## config.mk

```make
export PLATFORM = sky130hd
export DESIGN_NAME = if_instr_queue
export DESIGN_NICKNAME = d
export VERILOG_FILES = /design/src/rtl/if_instr_queue.sv
export SDC_FILE = /design/constraint.sdc
export NUM_CORES = 1
export LEC_CHECK = 0
export BUFFER_PORTS_ARGS = -buffer_cell sky130_fd_sc_hd__clkbuf_2
export CAP_MARGIN = 0
export CORE_AREA = 2 2 105 209
export CTS_CLUSTER_SIZE = 28
export DETAILED_ROUTE_END_ITERATION = 7
export DIE_AREA = 0 0 107 211
export PLACE_DENSITY_LB_ADDON = 0.25
export RECOVER_POWER = 50
export SLEW_MARGIN = 20
export SYNTH_ARGS = -nofsm -noshare
export SYNTH_HDL_FRONTEND = slang
export SYNTH_SLANG_ARGS = --single-unit
```

## constraint.sdc

```tcl
create_clock -name clk -period 4.8 [get_ports clk]
set_input_delay 0.24 -clock clk [delete_from_list [all_inputs] [get_ports clk]]
set_output_delay 0.24 -clock clk [all_outputs]
set_load 0.005 [all_outputs]
```

## src/rtl/if_instr_queue.sv

```systemverilog
// In-order fetch tracking queue between PC generation / I-cache request and ID.
// Entries are allocated at fetch, filled by in-order I-cache responses, and drained in program order.
module if_instr_queue #(
  parameter int DEPTH = 4
) (
  input  logic        clk,
  input  logic        rst,
  input  logic        IF_Flush,
  input  logic        Req_Valid,
  input  logic [31:0] Req_PC,
  input  logic        Req_AdEL,
  input  logic        Resp_Valid,
  input  logic [31:0] Resp_Instr,
  input  logic        ID_Ready,
  output logic        Q_Full,
  output logic        IF_Valid,
  output logic [31:0] IF_PC,
  output logic [31:0] IF_Instr,
  output logic        IF_AdEL
);

  localparam int AW = (DEPTH > 1) ? $clog2(DEPTH) : 1;
  localparam int CW = AW + 1;
  localparam logic [CW:0] DEPTH_W = (CW + 1)'(DEPTH);

  // Handshakes: a fetch is allocated when Req_Valid is high and Q_Full is low;
  // the head is consumed when IF_Valid and ID_Ready are both high. IF_Flush
  // overrides allocate, fill, drop and pop in the same cycle.

  // Entry storage
  logic [31:0]      pc_q    [DEPTH];
  logic [31:0]      instr_q [DEPTH];
  logic [DEPTH-1:0] adel_q;
  logic [DEPTH-1:0] filled_q;

  // Pointers and counters
  logic [AW-1:0] wr_ptr;
  logic [AW-1:0] rd_ptr;
  logic [AW-1:0] fill_ptr;
  logic [CW-1:0] count;
  logic [CW-1:0] count_next;
  logic [CW-1:0] drop_cnt;
  logic [CW-1:0] unfilled_cnt;
  logic          fill_found;
  logic [AW-1:0] scan_idx;

  logic          alloc_en;
  logic          fill_en;
  logic          drop_en;
  logic          pop_en;
  logic          head_valid;
  logic [CW:0]   occupancy;
  logic [CW:0]   flush_sum;
  logic [CW:0]   flush_drop;

  // AdEL entries are born filled, so the first unfilled slot from the head is
  // always the cache entry owed the next response.
  always_comb begin
    fill_found   = 1'b0;
    fill_ptr     = rd_ptr;
    unfilled_cnt = '0;
    scan_idx     = rd_ptr;
    for (int i = 0; i < DEPTH; i++) begin
      scan_idx = rd_ptr + AW'(i);
      if ((CW'(i) < count) && !filled_q[scan_idx]) begin
        unfilled_cnt = unfilled_cnt + CW'(1);
        if (!fill_found) begin
          fill_found = 1'b1;
          fill_ptr   = scan_idx;
        end
      end
    end
  end

  assign head_valid = (count != '0);
  assign occupancy  = {1'b0, count} + {1'b0, drop_cnt};
  assign Q_Full     = (occupancy >= DEPTH_W);

  assign alloc_en = Req_Valid & ~IF_Flush & ~Q_Full;
  assign fill_en  = Resp_Valid & ~IF_Flush & (drop_cnt == '0) & fill_found;
  assign drop_en  = Resp_Valid & ~IF_Flush & (drop_cnt != '0);
  assign pop_en   = IF_Valid & ID_Ready & ~IF_Flush;

  always_comb begin
    count_next = count;
    case ({alloc_en, pop_en})
      2'b10:   count_next = count + CW'(1);
      2'b01:   count_next = count - CW'(1);
      default: count_next = count;
    endcase
  end

  // Responses still owed at a redirect: queued cache entries, plus the fetch
  // issued in the flush cycle, less a response arriving in that same cycle.
  always_comb begin
    flush_sum = {1'b0, drop_cnt} + {1'b0, unfilled_cnt} +
                (CW + 1)'(Req_Valid & ~Req_AdEL);
    if (Resp_Valid && (flush_sum != '0)) begin
      flush_drop = flush_sum - (CW + 1)'(1);
    end else begin
      flush_drop = flush_sum;
    end
  end

  always_ff @(posedge clk) begin
    if (rst) begin
      wr_ptr   <= '0;
      rd_ptr   <= '0;
      count    <= '0;
      drop_cnt <= '0;
      filled_q <= '0;
    end else if (IF_Flush) begin
      wr_ptr   <= '0;
      rd_ptr   <= '0;
      count    <= '0;
      drop_cnt <= flush_drop[CW-1:0];
      filled_q <= '0;
    end else begin
      if (alloc_en) begin
        wr_ptr           <= wr_ptr + AW'(1);
        filled_q[wr_ptr] <= Req_AdEL;
      end
      if (fill_en) begin
        filled_q[fill_ptr] <= 1'b1;
      end
      if (pop_en) begin
        rd_ptr <= rd_ptr + AW'(1);
      end
      if (drop_en) begin
        drop_cnt <= drop_cnt - CW'(1);
      end
      count <= count_next;
    end
  end

  // Payload needs no reset: it is only visible through occupied slots.
  always_ff @(posedge clk) begin
    if (alloc_en) begin
      pc_q[wr_ptr]    <= Req_PC;
      instr_q[wr_ptr] <= '0;
      adel_q[wr_ptr]  <= Req_AdEL;
    end
    if (fill_en) begin
      instr_q[fill_ptr] <= Resp_Instr;
    end
  end

  assign IF_Valid = head_valid & filled_q[rd_ptr];
  assign IF_PC    = head_valid ? pc_q[rd_ptr]    : 32'h0;
  assign IF_Instr = head_valid ? instr_q[rd_ptr] : 32'h0;
  assign IF_AdEL  = head_valid & adel_q[rd_ptr];

endmodule

```

==> results_dict.tcl, run 1 <==
set metrics [dict create \
    r2r_end "instr_q[1][1]" \
    cp-end-kind "register" \
    p_sw_frac 0.223 \
    fin_ws_ps 425 \
    layout-drive-gt1-share 0.242 \
    die_w_um 107 \
    htree_num_levels 1 \
    critical_path_class "register to register" \
    initialDrtViolationCount 458 \
    postSynthNetCount 826 \
    grt_pass1_vias 7391 \
    grt_use_total 0.230 \
    violations "max-capacitance violations, max-slew violations" \
    yosys.area.top_type "edfxtp_1" \
    crit_chain "mux4_2 > or2_2 > ha_1 > inv_1 > nand2_1 > o22ai_1 > a22oi_1 > nor3_4 > or2_2" \
    die_area_mm2 0.0226 \
    relSlewSlack -0.663 \
    worst_r2r_startpoint "rd_ptr[1]" \
    synth_area_mm2 0.0122 \
    hold_depth 2 \
    holdCritPathClass "primary input to register" \
    path_clk_slew_ps 70 \
    power.total_mw 5.13 \
    final_max_slew_viol_count 206 \
    clkSinkCount 276 \
    period_share 0.911 \
    p_leak_nw 4.78 \
    critPathMaxStageDelay_ps 840 \
    r2r_slack_ps 420 \
    finalCriticalPeriod_ps 4380 \
    vias_per_cell 5.78 \
    ir_worst_vdd_mv 0.301 \
    yosysMostFrequentCell "edfxtp_1" \
    portBuffers 137 \
    num_rows 75 \
    post-route-util 0.679 \
    wirelength_um 25500 \
    total_switching_power_mw 1.14 \
    dpl-instance-area_mm2 0.0132 \
    dp.cells 1112 \
    clockBufferDepth 3 \
    avgSynthCellArea_um2 16.7 \
    cp-start-kind "register" \
    intPower_mw 3.99 \
    pre_cts_ws_ps 476 \
    path_common_cell "or2_2" \
    worstMarginPinSlew_ps 2490 \
    antenna_cells 0 \
    ys_top_cells_by_count "260 x edfxtp_1, 134 x and2_1, 69 x mux4_2" \
    synth_cells 733 \
    final_cells 1186 \
    grt_pass1_wl_um 38900 \
    p_comb_frac 0.098 \
    crit_slowest_cell "nor3_4" \
    reg2reg_depth 9 \
    power_density_mw_per_mm2 361 \
    antenna_found_initial 0 \
    cp_max_fo 33 \
    cts_made_buffers 23 \
    worst-path-buf-inv 1 \
    maxCapViolations 5 \
    wl_per_cell_um 21.5 \
    cts_setup_buffers 0 \
    synth-async-reset-ratio 0 \
    synth_top_area_frac 0.638 \
    yosys.cell_types.count 45 \
    finClkSkew_ps 14.8 \
    initial_core_util 0.584 \
    nets 995 \
    place_hpwl_um 16500 \
    critPathLaunch "rd_ptr[1]" \
    place.gp.congestion 0.873 \
    area_growth_pct 16.3 \
    sequentialPowerShare 0.537 \
    design_area_mm2 0.0142 \
    finalSetupViolCount 0 \
    max_freq_ghz 0.229 \
    whs_ps 35.8 \
    io_pins 138 \
    multi_input_area_mm2 0.00388 \
    hold_viol 0 \
    clock_latency_ps 520 \
    required_ps 4940 \
    yosysSeqAreaShare 0.665 \
    cts_tree "done" \
    synth-edff-count 260 \
    cts-root-buf "clkbuf_16" \
    synth-main-ff-cell "edfxtp_1" \
    run_status "finished with violations" \
    min_to "instr_q[3][9]" \
    core_area_mm2 0.0209 \
    yosysWarnings 0 \
    clkPwrFrac 0.365 \
    ys_ff_latch 276 \
    gr-total-overflow 0 \
    fillers 1400 \
    synthTopCellsByArea "edfxtp_1 64%, mux4_2 13%, and2_1 6.9%" \
    drt_pass1_iterations 5 \
    vias 6856 \
    tns_ps 0 \
    min-delay-start "Resp_Instr[9]" \
    antenna_left 0 \
    route.detailed.drc 0 \
    worstPathArrival_ps 4510 \
    rsz0062_at_grt "false" \
    layout.area.seq_mm2 0.00814 \
    crit_family "simple AND/OR/NAND/NOR gates" \
    cts_resized 0 \
    die_y_um 211 \
    grt_max_degree 66 \
]
-- layout make-up --
cell class | instances | area share
flip-flops and latches | 276 | 0.572
multi-input cells | 402 | 0.273
repair buffers | 183 | 0.0745
clock buffers | 25 | 0.0410
well taps | 269 | 0.0237
clock inverters | 15 | 0.0115
inverters | 16 | 0.00422
-- per-layer routing --
metal  GRT usage  vias to the layer above  wire length, um  part of all wire
li1            -                     3072                -                 -
met1       0.249                     3481             8650              0.34
met2       0.435                      235            14500              0.57
met3      0.0318                       68             1260             0.049
met4       0.105                        0             1100             0.043
met5           0                        -                0                 0
-- power groups by stage --
stage | Clock (mW) | Combinational, mW | Sequential, mW
3_3_place_gp | 0 | 0.468 | 2.80
5_1_grt | 1.98 | 0.557 | 2.76
6_report | 1.87 | 0.503 | 2.76
3_5_place_dp | 0 | 0.492 | 2.81
2_1_floorplan | 0 | 0.319 | 2.79
4_1_cts | 1.90 | 0.517 | 2.76
-- state kept, by name, summed over array words and instances (netlist names), named ones only --
name and cells:
adel_q 4, rd_ptr 2, wr_ptr 2, instr_q 128, filled_q 4, pc_q 128
count 3, drop_cnt 3
-- cell families (layout without fill, tap and decap cells) --
logic type	count (synthesis)	in the layout	share of synthesized area
flops	276	276	0.665
simple gates	258	258	0.129
mux	79	79	0.135
buf+inv	55	239	0.0195
compound gates	31	31	0.0191
fa+ha+maj	22	22	0.0237
xor+xnor	12	12	0.00860
-- how the worst max path moves through the flow --
| stage | to | slack, ps | depth (start not counted) |
|---|---|---|---|
| after global placement | drop_cnt[2] | 600 | 14 |
| final | instr_q[1][1] | 420 | 9 |
| after global routing | instr_q[1][1] | 190 | 9 |
| after CTS | instr_q[1][11] | 450 | 9 |
| after floorplan | drop_cnt[2] | 810 | 14 |
| after detailed placement | instr_q[1][11] | 480 | 9 |
-- timing repair --
| action | 4_1_cts | 5_1_grt |
|---|---|---|
| setup endpoints to repair | 0 | 0 |
| hold endpoints to repair | 131 | 0 |
| hold buffers | 33 | 0 |
-- layout by cell type, fill, tap and decap left out, drive strengths merged, types with 2 or more instances in the layout --
master       synthesis  routed
edfxtp             260     260
clkbuf              18     167
and2               134     134
mux4                69      69
nor2b               68      68
dlygate4sd3          0      33
nor2                20      20
ha                  20      20
inv                 16      19
dfxtp               16      16
mux2i                9       9
or2                  9       9
nand2                8       8
clkinv               0       8
buf                 21       8
xnor2                6       6
xor2                 6       6
a21oi                6       6
o22ai                5       5
nand3                5       5
o21ai                4       4
a211oi               4       4
nor3                 4       4
or3                  3       3
bufinv               0       3
nor4bb               2       2
nand4b               2       2
a22oi                2       2
o21ba                2       2
o221ai               2       2
fa                   2       2
-- worst reg2reg max path: cells and delay by family, from the launching register on --
family	cells	cell delay, ps
AND/OR/NAND/NOR	4	2080
flip-flops	1	610
multiplexers	1	450
AO/OA/AOI/OAI	2	380
adder cells (fa/ha/maj)	1	320
buffers and inverters	1	120
Note: power is estimated with default switching activity, not from simulation.
==> run 2, diff against run 1 <==
--- a/config.mk
+++ b/config.mk
@@ -5,12 +5,14 @@
 export SDC_FILE = /design/constraint.sdc
 export NUM_CORES = 1
 export LEC_CHECK = 0
+export ABC_AREA = 1
 export BUFFER_PORTS_ARGS = -buffer_cell sky130_fd_sc_hd__clkbuf_2
 export CAP_MARGIN = 0
-export CORE_AREA = 2 2 105 209
+export CORE_AREA = 2 2 127 253
 export CTS_CLUSTER_SIZE = 28
 export DETAILED_ROUTE_END_ITERATION = 7
-export DIE_AREA = 0 0 107 211
+export DIE_AREA = 0 0 129 255
+export MAX_ROUTING_LAYER = met4
 export PLACE_DENSITY_LB_ADDON = 0.25
 export RECOVER_POWER = 50
 export SLEW_MARGIN = 20
==> run 2 against run 1 <==
The run still ends with max-capacitance violations, max-slew violations left. Non-clock buffer count is 6 higher. Combinational power is 27% lower. Sequential cell count unchanged. Via count rose by 26%. Clock skew down 4.8 ps. Critical path type unchanged. Largest cell class unchanged. Largest power group unchanged.
==> results_dict.tcl, run 2 <==
set metrics [dict create \
    run_status "finished with violations" \
    route.detailed.drc 0 \
    place.gp.congestion 0.804 \
    pre_cts_ws_ps 855 \
    cp_max_fo 12 \
    path_common_cell "nand2_1" \
    antenna_found_initial 0 \
    cts_made_buffers 26 \
    io_pins 138 \
    cts-root-buf "clkbuf_16" \
    cts_setup_buffers 0 \
    core_area_mm2 0.0312 \
    multi_input_area_mm2 0.00352 \
    yosysWarnings 0 \
    layout_commonest_cell "nor2_1" \
    critPathMaxStageDelay_ps 530 \
    fin_ws_ps 738 \
    antenna_left 0 \
    post-route-util 0.463 \
    required_ps 5240 \
    clock_latency_ps 540 \
    intPower_mw 4.00 \
    r2r_slack_ps 740 \
    crit_slowest_cell "fa_1" \
    die_area_mm2 0.0329 \
    synth-edff-count 260 \
    p_leak_nw 5.36 \
    synth-async-reset-ratio 0 \
    critical_path_class "register to register" \
    finClkSkew_ps 9.99 \
    grt_pass1_vias 8562 \
    place_hpwl_um 17600 \
    p_sw_frac 0.220 \
    power.total_mw 5.13 \
    drt_pass1_iterations 5 \
    synth_cells 1169 \
    grt_use_total 0.185 \
    r2r_end "drop_cnt[1]" \
    yosys.area.top_type "edfxtp_1" \
    area_growth_pct 18.2 \
    grt_pass1_wl_um 46000 \
    max_freq_ghz 0.246 \
    finalSetupViolCount 0 \
    relSlewSlack -0.192 \
    reg2reg_depth 22 \
    cts_hold_buf 35 \
    holdCritPathClass "primary input to register" \
    total_switching_power_mw 1.13 \
    initialDrtViolationCount 570 \
    htree_num_levels 1 \
    postSynthNetCount 1262 \
    yosysMostFrequentCell "nor2_1" \
    num_rows 92 \
    worstMarginPinSlew_ps 1780 \
    antenna_cells 0 \
    violations "max-capacitance violations, max-slew violations" \
    whs_ps 51.4 \
    vias 8642 \
    cts_tree "done" \
    synth_top_area_frac 0.639 \
    synth_area_mm2 0.0122 \
    period_share 0.846 \
    ir_worst_vdd_mv 0.309 \
    die_y_um 255 \
    reg.largest.list "instr_q: 128 flops, pc_q: 128 flops" \
    portBuffers 137 \
    final_max_slew_viol_count 108 \
    power_density_mw_per_mm2 355 \
    yosys.cell_types.count 28 \
    ys_ff_latch 276 \
    die_w_um 129 \
    wirelength_um 29700 \
    initial_core_util 0.392 \
    finalCriticalPeriod_ps 4060 \
    yosysSeqAreaShare 0.665 \
    fillers 2989 \
    vias_per_cell 4.90 \
    dp.cells 1681 \
    synthTopCellsByArea "edfxtp_1 64%, nor2_1 12%, o21ai_0 6.0%" \
    gr-total-overflow 0 \
    crit_chain "inv_1 > nand2_1 > nand2_1 > nand2_1 > nand2_1 > nor2_4 > inv_1 > ha_1 > nand4_1 > nand2_1 > xor2_1 > fa_1 > fa_1 > inv_1 > ha_1 > nand4_1 > and2_1 > nand2_1 > o211ai_1 > o211ai_1 > nand3_1 > inv_1" \
    cp-start-kind "register" \
    maxCapViolations 4 \
    rsz0062_at_grt "false" \
    worstPathArrival_ps 4500 \
    synth-main-ff-cell "edfxtp_1" \
    clkPwrFrac 0.400 \
    path_clk_slew_ps 70 \
    p_comb_frac 0.071 \
    hold_depth 3 \
    cp-end-kind "register" \
    layout-drive-gt1-share 0.111 \
    layout.area.seq_mm2 0.00814 \
    grt_max_degree 87 \
    ys_top_cells_by_count "400 x nor2_1, 260 x edfxtp_1, 146 x o21ai_0" \
    hold_viol 0 \
    design_area_mm2 0.0144 \
    tns_ps 0 \
    avgSynthCellArea_um2 10.5 \
    min-delay-start "Resp_Instr[19]" \
    final_cell_mix "401 x nor2_1, 260 x edfxtp_1, 142 x o21ai_0" \
    nets 1415 \
    worst_r2r_startpoint "rd_ptr[0]" \
    cts_resized 0 \
    clkSinkCount 276 \
    sequentialPowerShare 0.529 \
    clockBufferDepth 3 \
    dpl-instance-area_mm2 0.0133 \
    wl_per_cell_um 16.8 \
    min_to "instr_q[0][19]" \
    final_cells 1765 \
]
[run 2: cell types whose count changed after synthesis, sizes merged, moves of 11 or more]
cell / delta
nor2: +387
nor2b: -68
mux4: -69
o21ai: +142
inv: +58
clkbuf: +11
buf: +14
and2: -133
a21oi: +73
nand3: +11
nand2: +55
[run 2: final cells by class]
type,count,share of cell area
clock buffer,29,0.0473
clock inverter,19,0.0113
inverter,74,0.0193
multi-input combinational,755,0.244
sequential,276,0.563
tap,423,0.0367
timing repair buffer,189,0.0779
[run 2: worst max path at each step]
stage,from,endpoint,depth (start not counted)
2_1_floorplan,count[2],instr_q[0][0],7
3_3_place_gp,rd_ptr[0],drop_cnt[1],22
3_5_place_dp,rd_ptr[0],drop_cnt[1],22
4_1_cts,rd_ptr[0],drop_cnt[1],22
5_1_grt,rd_ptr[0],instr_q[2][3],17
6_report,rd_ptr[0],drop_cnt[1],22
[run 2: per-layer routing]
layer	vias to the layer above	part of all wire	track usage	wire length, um
met3	30	0.050	0.0219	1490
met4	0	0.013	0.0394	391
li1	4247	-	-	-
met1	4138	0.43	0.230	12800
met5	-	0	-	0
met2	227	0.51	0.326	15000
[run 2: logic make-up after synthesis]
group / synth area share
AND/OR/NAND/NOR: 0.159
flip-flops: 0.665
AO/OA/AOI/OAI: 0.0975
buffers and inverters: 0.0498
adder cells (fa/ha/maj): 0.0238
XOR/XNOR: 0.00502
[run 2: power groups by stage]
stage,combinational [mW],clock (mW),sequential (mW)
final,0.365,2.05,2.71
after global routing,0.418,2.19,2.72
after CTS,0.382,2.11,2.71
after detailed placement,0.357,0,2.76
after global placement,0.342,0,2.76
after floorplan,0.206,0,2.76
[run 2: worst max-delay path: cells and delay by family (launching register included)]
family	cells	cell delay, ps
fa+ha+maj	4	1480
flops	1	520
xor+xnor	1	160
buf+inv	4	440
simple gates	11	1160
compound gates	2	210
==> run 3, diff against run 2 <==
==> constraint.sdc (replaced) <==
create_clock -name clk -period 3.6 [get_ports clk]
set_input_delay 0.18 -clock clk [delete_from_list [all_inputs] [get_ports clk]]
set_output_delay 0.18 -clock clk [all_outputs]
set_load 0.005 [all_outputs]
==> run 3 against run 2 <==
The run still ends with max-capacitance violations, max-slew violations left. Register-to-register slack worse by 660 ps. Design area rose by 4.0%. Largest cell class unchanged. Non-clock buffer count is 43 higher. Sequential share of layout area fell by 2.1 points. Critical path depth did not move. Power is 39% higher.
==> results_dict.tcl, run 3 (synthesis gave the netlist of run 2 again) <==
set metrics [dict create \
    run_status "finished with violations" \
    violations "max-capacitance violations, max-slew violations" \
    clockBufferDepth 3 \
    die_area_mm2 0.0329 \
    worst_r2r_startpoint "rd_ptr[1]" \
    grt_pass1_wl_um 46500 \
    initial_core_util 0.392 \
    grtUsageMet3 0.0232 \
    crit_chain "buf_6 > nand2_2 > nand2_4 > nand2_2 > nand2_2 > nor2_4 > inv_2 > ha_4 > inv_1 > nand2_1 > nand2_2 > xor2_2 > fa_2 > fa_1 > inv_1 > ha_2 > nand4_1 > and2_4 > o211ai_1 > o211ai_1 > nand3_1 > inv_1" \
    io_pins 138 \
    required_ps 4030 \
    cp.depth 22 \
    clock_latency_ps 530 \
    layout-drive-gt1-share 0.167 \
    finalCriticalPeriod_ps 3520 \
    hold_depth 3 \
    fin_ws_ps 80.6 \
    path_common_cell "nand2_2" \
    worstPathArrival_ps 3950 \
    r2r_end "drop_cnt[1]" \
    cts_made_buffers 25 \
    critPathMaxStageDelay_ps 510 \
    fillers 2906 \
    ir_worst_vdd_mv 0.368 \
    grt_use_met2 0.327 \
    p_leak_nw 5.71 \
    initialDrtViolationCount 533 \
    gr-total-overflow 0 \
    relSlewSlack -0.180 \
    max_freq_ghz 0.284 \
    finalSetupViolCount 0 \
    reg.largest.list "instr_q: 128 flops, pc_q: 128 flops" \
    nets 1457 \
    htree_num_levels 1 \
    route.detailed.drc 0 \
    power.total_mw 7.11 \
    power_density_mw_per_mm2 473 \
    wirelength_um 30600 \
    hold_viol 0 \
    antenna_found_initial 0 \
    critPathLaunch "rd_ptr[1]" \
    final_max_slew_viol_count 66 \
    grt_pass1_vias 8829 \
    cts-root-buf "clkbuf_16" \
    final_cell_mix "397 x nor2_1, 260 x edfxtp_1, 141 x o21ai_0" \
    pre_cts_ws_ps -6.26 \
    cp_max_fo 6 \
    reg2reg_depth 22 \
    drt_pass1_iterations 5 \
    crit_family "adder cells" \
    portBuffers 137 \
    num_rows 92 \
    grt_busiest_layer "met2" \
    maxCapViolations 1 \
    r2r_slack_ps 80 \
    holdCritPathClass "primary input to register" \
    worst-path-buf-inv 5 \
    area_growth_pct 22.9 \
    layout.area.seq_mm2 0.00814 \
    antenna_cells 0 \
    cp-start-kind "register" \
    vias_per_cell 4.91 \
    grt_use_total 0.186 \
    path_clk_slew_ps 70 \
    finClkSkew_ps 6.76 \
    min_to "instr_q[1][15]" \
    min-delay-start "Resp_Instr[15]" \
    cts_tree "done" \
    vias 8863 \
    grt_max_degree 129 \
    multi_input_area_mm2 0.00364 \
    crit_slowest_cell "fa_1" \
    period_share 0.978 \
    die_y_um 255 \
    cp-end-kind "register" \
    place_hpwl_um 18200 \
    worstMarginPinSlew_ps 1770 \
    met1_usage 0.224 \
    place.gp.congestion 0.843 \
    antenna_left 0 \
    wl_per_cell_um 16.9 \
    layout_commonest_cell "nor2_1" \
    clkSinkCount 276 \
    critical_path_class "register to register" \
    die_w_um 129 \
    core_area_mm2 0.0312 \
]
[run 3: worst min-delay path, cell delays in order]
cell and delay (ps):
clkbuf_2 70, inv_1 70, nor2_1 100
[run 3: worst max path at each step]
stage,slack [ps],endpoint
6_report,80,drop_cnt[1]
5_1_grt,-70,drop_cnt[1]
4_1_cts,10,drop_cnt[1]
3_5_place_dp,-6,drop_cnt[1]
3_3_place_gp,110,drop_cnt[1]
2_1_floorplan,-470,instr_q[0][0]
[run 3: report_power, final]
group          leakage [nW]  switching (mW)  internal [mW]  total, mW
Sequential             2.44          0.0330           3.58       3.61
Combinational          2.84           0.332          0.217      0.549
Clock                 0.438            1.16           1.78       2.95
Total                  5.71            1.53           5.58       7.11
[run 3: layout make-up]
| class | count | area share |
|---|---|---|
| well taps | 423 | 0.0352 |
| flip-flops and latches | 276 | 0.542 |
| inverters | 74 | 0.0187 |
| clock inverters | 16 | 0.0173 |
| repair buffers | 232 | 0.101 |
| clock buffers | 29 | 0.0427 |
| multi-input cells | 755 | 0.243 |
[run 3: repair_timing]
item	4_1_cts	5_1_grt
pin swaps	0	20
hold buffers	54	0
setup buffers	0	6
gates cloned	0	1
endpoints found under the setup margin	2	3
endpoints found under the hold margin	195	0
gates resized for setup	1	43
[run 3: metal layers]
metal / routed length (um) / share of wire / up-vias
li1: - / - / 4323
met1: 12700 / 0.41 / 4226
met2: 15700 / 0.51 / 268
met3: 1590 / 0.052 / 46
met4: 606 / 0.020 / 0
met5: 0 / 0 / -
[run 3: through the flow]
step | TNS [ps] | area, um^2 | hold slack [ps] | utilization | instances
after CTS | 0 | 14900 | 0.699 | 0.479 | 1799
after global placement | 0 | 13500 | 395 | 0.432 | 1699
after global routing | -83.2 | 15000 | 6.21 | 0.481 | 1805
after floorplan | -60460 | 12200 | 273 | - | 1169
final | 0 | 15000 | 18.3 | 0.481 | 1805
after detailed placement | -6.26 | 13500 | 399 | 0.433 | 1700
